<file path="src/rtl/clk_div_gen.sv">
// Programmable clock-enable divider: main/sub tick strobes and 50%-duty divided square waves.
// Optional syncIn phase-alignment input is compiled in when CLK_DIV_SYNC_IN_EN is defined.
module clk_div_gen #(
  parameter int CNT_W         = 8,
  parameter int DEFAULT_RATIO = 64,
  parameter int SUB_SHIFT     = 3
) (
  input  logic             clk,
  input  logic             rst,
  input  logic             en,
`ifdef CLK_DIV_SYNC_IN_EN
  input  logic             syncIn,
`endif
  input  logic [CNT_W-1:0] ratioIn,
  input  logic             ratioLoad,
  output logic             ratioBusy,
  output logic             tickOut,
  output logic             tick8x,
  output logic             clkOut,
  output logic             clkOut8x,
  output logic [CNT_W-1:0] count
);

  localparam logic [CNT_W-1:0] ONE       = CNT_W'(1);
  localparam logic [CNT_W-1:0] MIN_RATIO = CNT_W'(2);
  localparam logic [CNT_W-1:0] RST_RATIO = CNT_W'(DEFAULT_RATIO);

  logic [CNT_W-1:0] count_q, count_d;
  logic [CNT_W-1:0] sub_q, sub_d;
  logic [CNT_W-1:0] ratio_q, ratio_d;
  logic [CNT_W-1:0] shadow_q, shadow_d;
  logic             busy_q, busy_d;
  logic             tick_q, tick_d;
  logic             tick8x_q, tick8x_d;
  logic             clk_q, clk_d;
  logic             clk8x_q, clk8x_d;

  logic             sync_w;
  logic [CNT_W-1:0] sub_raw, sub_len, next_sub_raw, next_sub_len;
  logic             wrap, sub_wrap, apply;

`ifdef CLK_DIV_SYNC_IN_EN
  assign sync_w = syncIn;
`else
  assign sync_w = 1'b0;
`endif

  // Load/busy handshake: ratioLoad is a single-cycle request with no ready; a
  // request always captures ratioIn (clamped to >= 2) into the shadow and raises
  // ratioBusy, overwriting any value still pending. ratioBusy drops in the cycle
  // the shadow becomes the active ratio (main wrap with en=1, or syncIn).
  always_comb begin
    count_d  = count_q;
    sub_d    = sub_q;
    ratio_d  = ratio_q;
    shadow_d = shadow_q;
    busy_d   = busy_q;
    tick_d   = 1'b0;
    tick8x_d = 1'b0;

    sub_raw  = ratio_q >> SUB_SHIFT;
    sub_len  = (sub_raw == '0) ? ONE : sub_raw;
    wrap     = (count_q == ratio_q - ONE);
    sub_wrap = (sub_q == sub_len - ONE) || wrap;
    apply    = busy_q && (sync_w || (en && wrap));

    if (sync_w) begin
      count_d = '0;
      sub_d   = '0;
    end else if (en) begin
      count_d  = wrap ? '0 : count_q + ONE;
      sub_d    = sub_wrap ? '0 : sub_q + ONE;
      tick_d   = wrap;
      tick8x_d = sub_wrap;
    end

    if (apply) begin
      ratio_d = shadow_q;
      busy_d  = 1'b0;
    end

    // A same-cycle request lands after the apply so it waits for the next boundary.
    if (ratioLoad) begin
      shadow_d = (ratioIn < MIN_RATIO) ? MIN_RATIO : ratioIn;
      busy_d   = 1'b1;
    end

    // Square waves follow the ratio that governs the upcoming count values.
    next_sub_raw = ratio_d >> SUB_SHIFT;
    next_sub_len = (next_sub_raw == '0) ? ONE : next_sub_raw;
    clk_d        = (count_d < (ratio_d >> 1));
    clk8x_d      = (sub_d < (next_sub_len >> 1));
  end

  always_ff @(posedge clk) begin
    if (rst) begin
      count_q  <= '0;
      sub_q    <= '0;
      ratio_q  <= RST_RATIO;
      shadow_q <= '0;
      busy_q   <= 1'b0;
      tick_q   <= 1'b0;
      tick8x_q <= 1'b0;
      clk_q    <= 1'b0;
      clk8x_q  <= 1'b0;
    end else begin
      count_q  <= count_d;
      sub_q    <= sub_d;
      ratio_q  <= ratio_d;
      shadow_q <= shadow_d;
      busy_q   <= busy_d;
      tick_q   <= tick_d;
      tick8x_q <= tick8x_d;
      clk_q    <= clk_d;
      clk8x_q  <= clk8x_d;
    end
  end

  assign ratioBusy = busy_q;
  assign tickOut   = tick_q;
  assign tick8x    = tick8x_q;
  assign clkOut    = clk_q;
  assign clkOut8x  = clk8x_q;
  assign count     = count_q;

endmodule

</file>
<file path="config.mk">
export PLATFORM = sky130hd
export DESIGN_NAME = clk_div_gen
export DESIGN_NICKNAME = d
export VERILOG_FILES = /design/src/rtl/clk_div_gen.sv
export SDC_FILE = /design/constraint.sdc
export NUM_CORES = 1
export LEC_CHECK = 0
export ABC_AREA = 1
export CAP_MARGIN = 30
export CORE_MARGIN = 8
export CORE_UTILIZATION = 44
export CTS_CLUSTER_DIAMETER = 60
export DETAILED_ROUTE_END_ITERATION = 10
export GPL_ROUTABILITY_DRIVEN = 0
export PLACE_DENSITY = 0.67
export SKIP_CTS_REPAIR_TIMING = 1
export SYNTH_ARGS = -nofsm -noshare
export SYNTH_HDL_FRONTEND = slang
export SYNTH_SLANG_ARGS = --single-unit
</file>
<file path="constraint.sdc">
create_clock -name clk -period 2.5 [get_ports clk]
set_input_delay 0.25 -clock clk [delete_from_list [all_inputs] [get_ports clk]]
set_output_delay 0.25 -clock clk [all_outputs]
set_load 0.05 [all_outputs]
</file>
== Word level (Yosys, flattened, before mapping) ==
Cells that the tools add are included.
Operators by class
  $lt $le $gt $ge: 3
  multiply operators: 0
  reductions and logical operators: 7
  shift-type cells: 0
  equality and inequality tests: 2
  bitwise operators: 1
  multiplexer cells: 10
  add/sub/neg operators: 4
  divide/modulo/power cells: 0
Operators with widths (number)
  8-bit two-way mux: 6
  8-bit by 1-bit adder with 8-bit output (second input constant): 2
  8-bit equality test: 2
  8-bit zero test: 2
  5-bit two-way mux: 2
  8-bit by 2-bit < comparator with 1-bit output (second input constant): 1
  8-bit by 4-bit < comparator with 1-bit output: 1
  8-bit by 7-bit < comparator with 1-bit output: 1
  8-bit by 1-bit subtractor with 8-bit output (second input constant): 1
  5-bit by 1-bit subtractor with 6-bit output (second input constant): 1
  1-bit logical AND: 2
  1-bit two-way mux: 2
  2-bit nonzero test: 1
  2-bit OR reduction: 1
  1-bit logical OR: 1
  1-bit inverter: 1
Word-level totals
  latch bits: 0
  memories: 0
  logic and storage cells: 37
  memory bits (read-only): 0
  register bits after elaboration: 37
  RAM bits: 0

== Logic depth before layout (Yosys ltp) ==
  depth after elaboration: 8
  gate-level depth with buffers: 19
  gate-level depth less buffers: 19

== Worst setup path before layout ==
OpenSTA, ideal clock, no wires.
  path type: reg-to-reg
  start point: register count_q[5], in the netlist count[5]
  end point: register clk_q, in the netlist clkOut
  arrival: 2.419 ns
  cell stages (with the launch flop): 14
  slack: 0.011 ns
  library setup time: 0.070 ns
  cells stage by stage: dfxtp_1 > clkbuf_2 > xor2_1 > nand2_1 > nand2_1 > inv_2 > nor2_2 > nand4_2 > buf_2 > o21ai_1 > ha_1 > nand3_1 > nand4_1 > a21oi_1
On the way
  cells in the longest elaborated chain, start to end: 5
Ends and longest elaborated chain
  start: declaration: line 28  | logic [CNT_W-1:0] count_q, count_d;
  start signal: assignment: line 107  | count_q <= count_d;
  parallel branches: the longest is 4 deep, another holds 8-bit by 1-bit adder with 8-bit output
  8-bit by 7-bit < comparator with 1-bit output (*): line 91  | clk_d = (count_d < (ratio_d >> 1));
  end signal: assignment: line 114  | clk_q <= clk_d;
  end: declaration: line 35  | logic clk_q, clk_d;
Every way passes the cells marked *.
A chain may end at the register's enable or synchronous reset.

== Worst setup path in the final report ==
  start point: register ratio_q[0]
  end point: register clk_q, in the netlist clkOut
On the way
  cells in the longest elaborated chain, start to end: 6
Ends and longest elaborated chain
  start: declaration: line 30  | logic [CNT_W-1:0] ratio_q, ratio_d;
  start signal: assignment: line 109  | ratio_q <= ratio_d;
  8-bit by 1-bit subtractor with 8-bit output (*): line 63  | wrap = (count_q == ratio_q - ONE);
  8-bit equality test (*): line 63
  1-bit logical AND (2 in a row): line 65  | apply = busy_q && (sync_w || (en && wrap));
  8-bit two-way mux: line 77  | if (apply) begin
  8-bit by 7-bit < comparator with 1-bit output (*): line 91
Mark *: on every way between the ends. The rest lies on a longest branch, timed or not.

==> results by group <==
Detailed routing
  – Routed via count: roughly 2200
  – DR pass1 iterations: 4
  – DRC Markers: 0
  – WL/cell: 12.6 um
  – DRC violation total after the first TritonRoute iteration: 150
  – Post-Route WL: about 5800 um
  – Post-route ant nets: 0
  – Vias per cell: just under 5

Floorplan
  – Core Region: 5110 sq um
  – Die Width: between 80 and 90 um
  – Top-Level Pins: 25
  – Die area: 7840 sq um
  – Starting Density: 0.454
  – # rows: 26
  – Chip Height: 88.6 um

Power
  – Worst VDD drop: 0.340 mV
  – Lkg Pwr: 1.42 nW
  – P per Cell Area: 436 nW/um^2
  – Pwr Total: 0.00130 W

Layout
  – Multi-input logic area: ~1400 sq um
  – Fin util: 0.582
  – Ant. Diodes: 0
  – Filler cell count: 480
  – Layout cells sized above 1: 0.161
  – Layout area overhead: 28.3%
  – Storage cell area: 744 sq um
  – Fin nets: around 400

Placed design
  – Dpl hpwl: 4350 um
  – Buffers on Ports: 24

Job
  – Max Cap Violations: 0

STA
  – Measured slew at the worst slew-check pin: 0.515 ns
  – Slew HR: 0.656
  – Unrepaired setup endpoints after global routing: yes
  – Hold Vio Cnt, Final: 0
  – Post-layout min period: 2.39 ns
  – Setup violators final: 0
  – Max Freq: 0.419 GHz
  – Final slew viol count: 0
  – Setup Skew: around 0.0070 ns
  – Fin crit share: 0.955

Logic synthesis
  – Yosys cell types: 33
  – Syn Area/Cell: 6.84 sq um
  – FFs w/ async S/R, synth: 0
  – Top cells by count, synth: nand2_1 (77), nor2_1 (51), inv_1 (41)
  – Top-area cell type share of the netlist area: 0.320
  – Yosys top cell by area: dfxtp_1
  – Primary FF master, synth: dfxtp_1
  – Top post-synthesis cells by area: dfxtp_1 (32%), nand2_1 (12%), nor2_1 (8.3%)
  – Post-Syn Area: ~2300 sq um
  – Number of flops mapped to enable cells by yosys: 0
  – Syn Nets: ~360
  – Yosys warns: 0
  – Mapped Cells: 339
  – #FFs+latches synth: 37
  – Count leader, synth: nand2_1
  – Register area share after synthesis: 0.320

Global route
  – Vias in the first global route: 2174
  – Total GRT Usage: 0.159
  – Global route overflow: 0
  – Largest net degree at the start of global routing: 19
  – Initial antenna violation count: 0
  – First-pass GRT wire length: 9750 um

Worst hold path
  – HP Class: register to register

Worst setup path
  – CP max FO: 8
  – Setup crit start kind: register
  – Endpoint class of the critical path: register
  – Setup CP Type: register to register
  – Worst Path Required: 2.72 ns
  – Worst EP arrival: 2.61 ns

Outcome
  – Status: finished, final reports clean

Clocking
  – CTS tree: yes
  – Clk_lat worst skew: 0.29 ns
  – CTS Buf Count: 5
  – # H-tree levels: 2
  – Clk buf depth: 2
  – Root Buffer: clkbuf_8
  – CTS clk-pin slew, worst paths: 0.08 ns
  – Clk sink count: 37
[routing by layer]
layer | vias up | global-route usage | wire [um]
met1 | 1000 | 0.203 | 2710
met3 | 7 | 0.0362 | 370
met5 | - | 0 | 0
met4 | 0 | 0.0568 | 99
met2 | 58 | 0.253 | 2580
li1 | 1169 | - | -
[kinds of logic after synthesis]
kind of cell    count (synthesis)  share of synthesized area
simple gates                  175                      0.337
buf+inv                        55                     0.0956
flops                          37                      0.320
compound gates                 32                     0.0740
xor+xnor                       24                     0.0907
fa+ha+maj                      13                     0.0702
mux                             3                     0.0130
[path summary, 6_finish.rpt]
path / from / endpoint / slack (ns) / cells after the start
worst max-delay path: ratio_q[0] / clkOut / 0.11 / 16
worst min-delay path: shadow_q[4] / shadow_q[4] / 0.46 / 2
worst max register to register: ratio_q[0] / clkOut / 0.11 / 16
worst min register to register: shadow_q[4] / shadow_q[4] / 0.46 / 2
[registers in the layout, indices dropped and copies added, names as in the netlist]
register and count:
tick8x 1, tickOut 1, clkOut 1, clkOut8x 1
sub_q 8, shadow_q 8, count 8, ratio_q 8
ratioBusy 1
[layout make-up]
cell class	count	share of cell area
repair buffers	47	0.141
multi-input cells	247	0.481
well taps	70	0.0295
flip-flops and latches	37	0.250
inverters	46	0.0581
clock inverters	1	0.0101
clock buffers	7	0.0290
[power by group]
part | switching [W] | leakage [nW] | internal (W)
sequential | 0.0000170 | 0.304 | 0.000607
clock | 0.000213 | 0.0585 | 0.000325
combinational | 0.0000801 | 1.06 | 0.0000550
[metrics by stage]
step / setup TNS [ns] / worst slack [ns] / cells / instance area (sq um) / hold slack [ns]
6_report: 0 / 0.113 / 455 / 2970 / 0.464
5_1_grt: -0.0649 / -0.0473 / 455 / 2970 / 0.519
4_1_cts: 0 / 0.00529 / 449 / 2840 / 0.461
3_5_place_dp: 0 / 0.0349 / 441 / 2720 / 0.450
3_3_place_gp: 0 / 0.102 / 441 / 2720 / 0.447
2_1_floorplan: 0 / 0.0114 / 339 / 2320 / 0.385
[worst max-delay path, stage by stage, from the launching register on]
cell and delay [ns]:
dfxtp_2 0.34, inv_2 0.05, ha_4 0.24, nand2_2 0.07, inv_1 0.04, nor2_1 0.08, nand2_1 0.05, nor2_1 0.10
nand3_1 0.09, nor2_2 0.18, nand4_4 0.12, buf_6 0.16, mux2i_2 0.20, ha_1 0.28, nand4_1 0.10, nand4_1 0.09
a21oi_1 0.13
[cells in the final DEF, fill, tap and decap left out, types with 3 or more instances in the layout]
cell,count
a21oi_1,10
buf_4,21
clkbuf_8,6
clkdlybuf4s50_1,24
dfxtp_1,34
dfxtp_2,3
ha_1,11
inv_1,39
inv_2,6
nand2_1,75
nand2_2,3
nand3_1,18
nand4_1,8
nor2_1,50
nor2_2,3
nor2_4,4
nor3_1,5
o21ai_0,11
o21ai_1,4
xnor2_1,10
xor2_1,14
No activity file was read; power rests on OpenSTA's default activity.
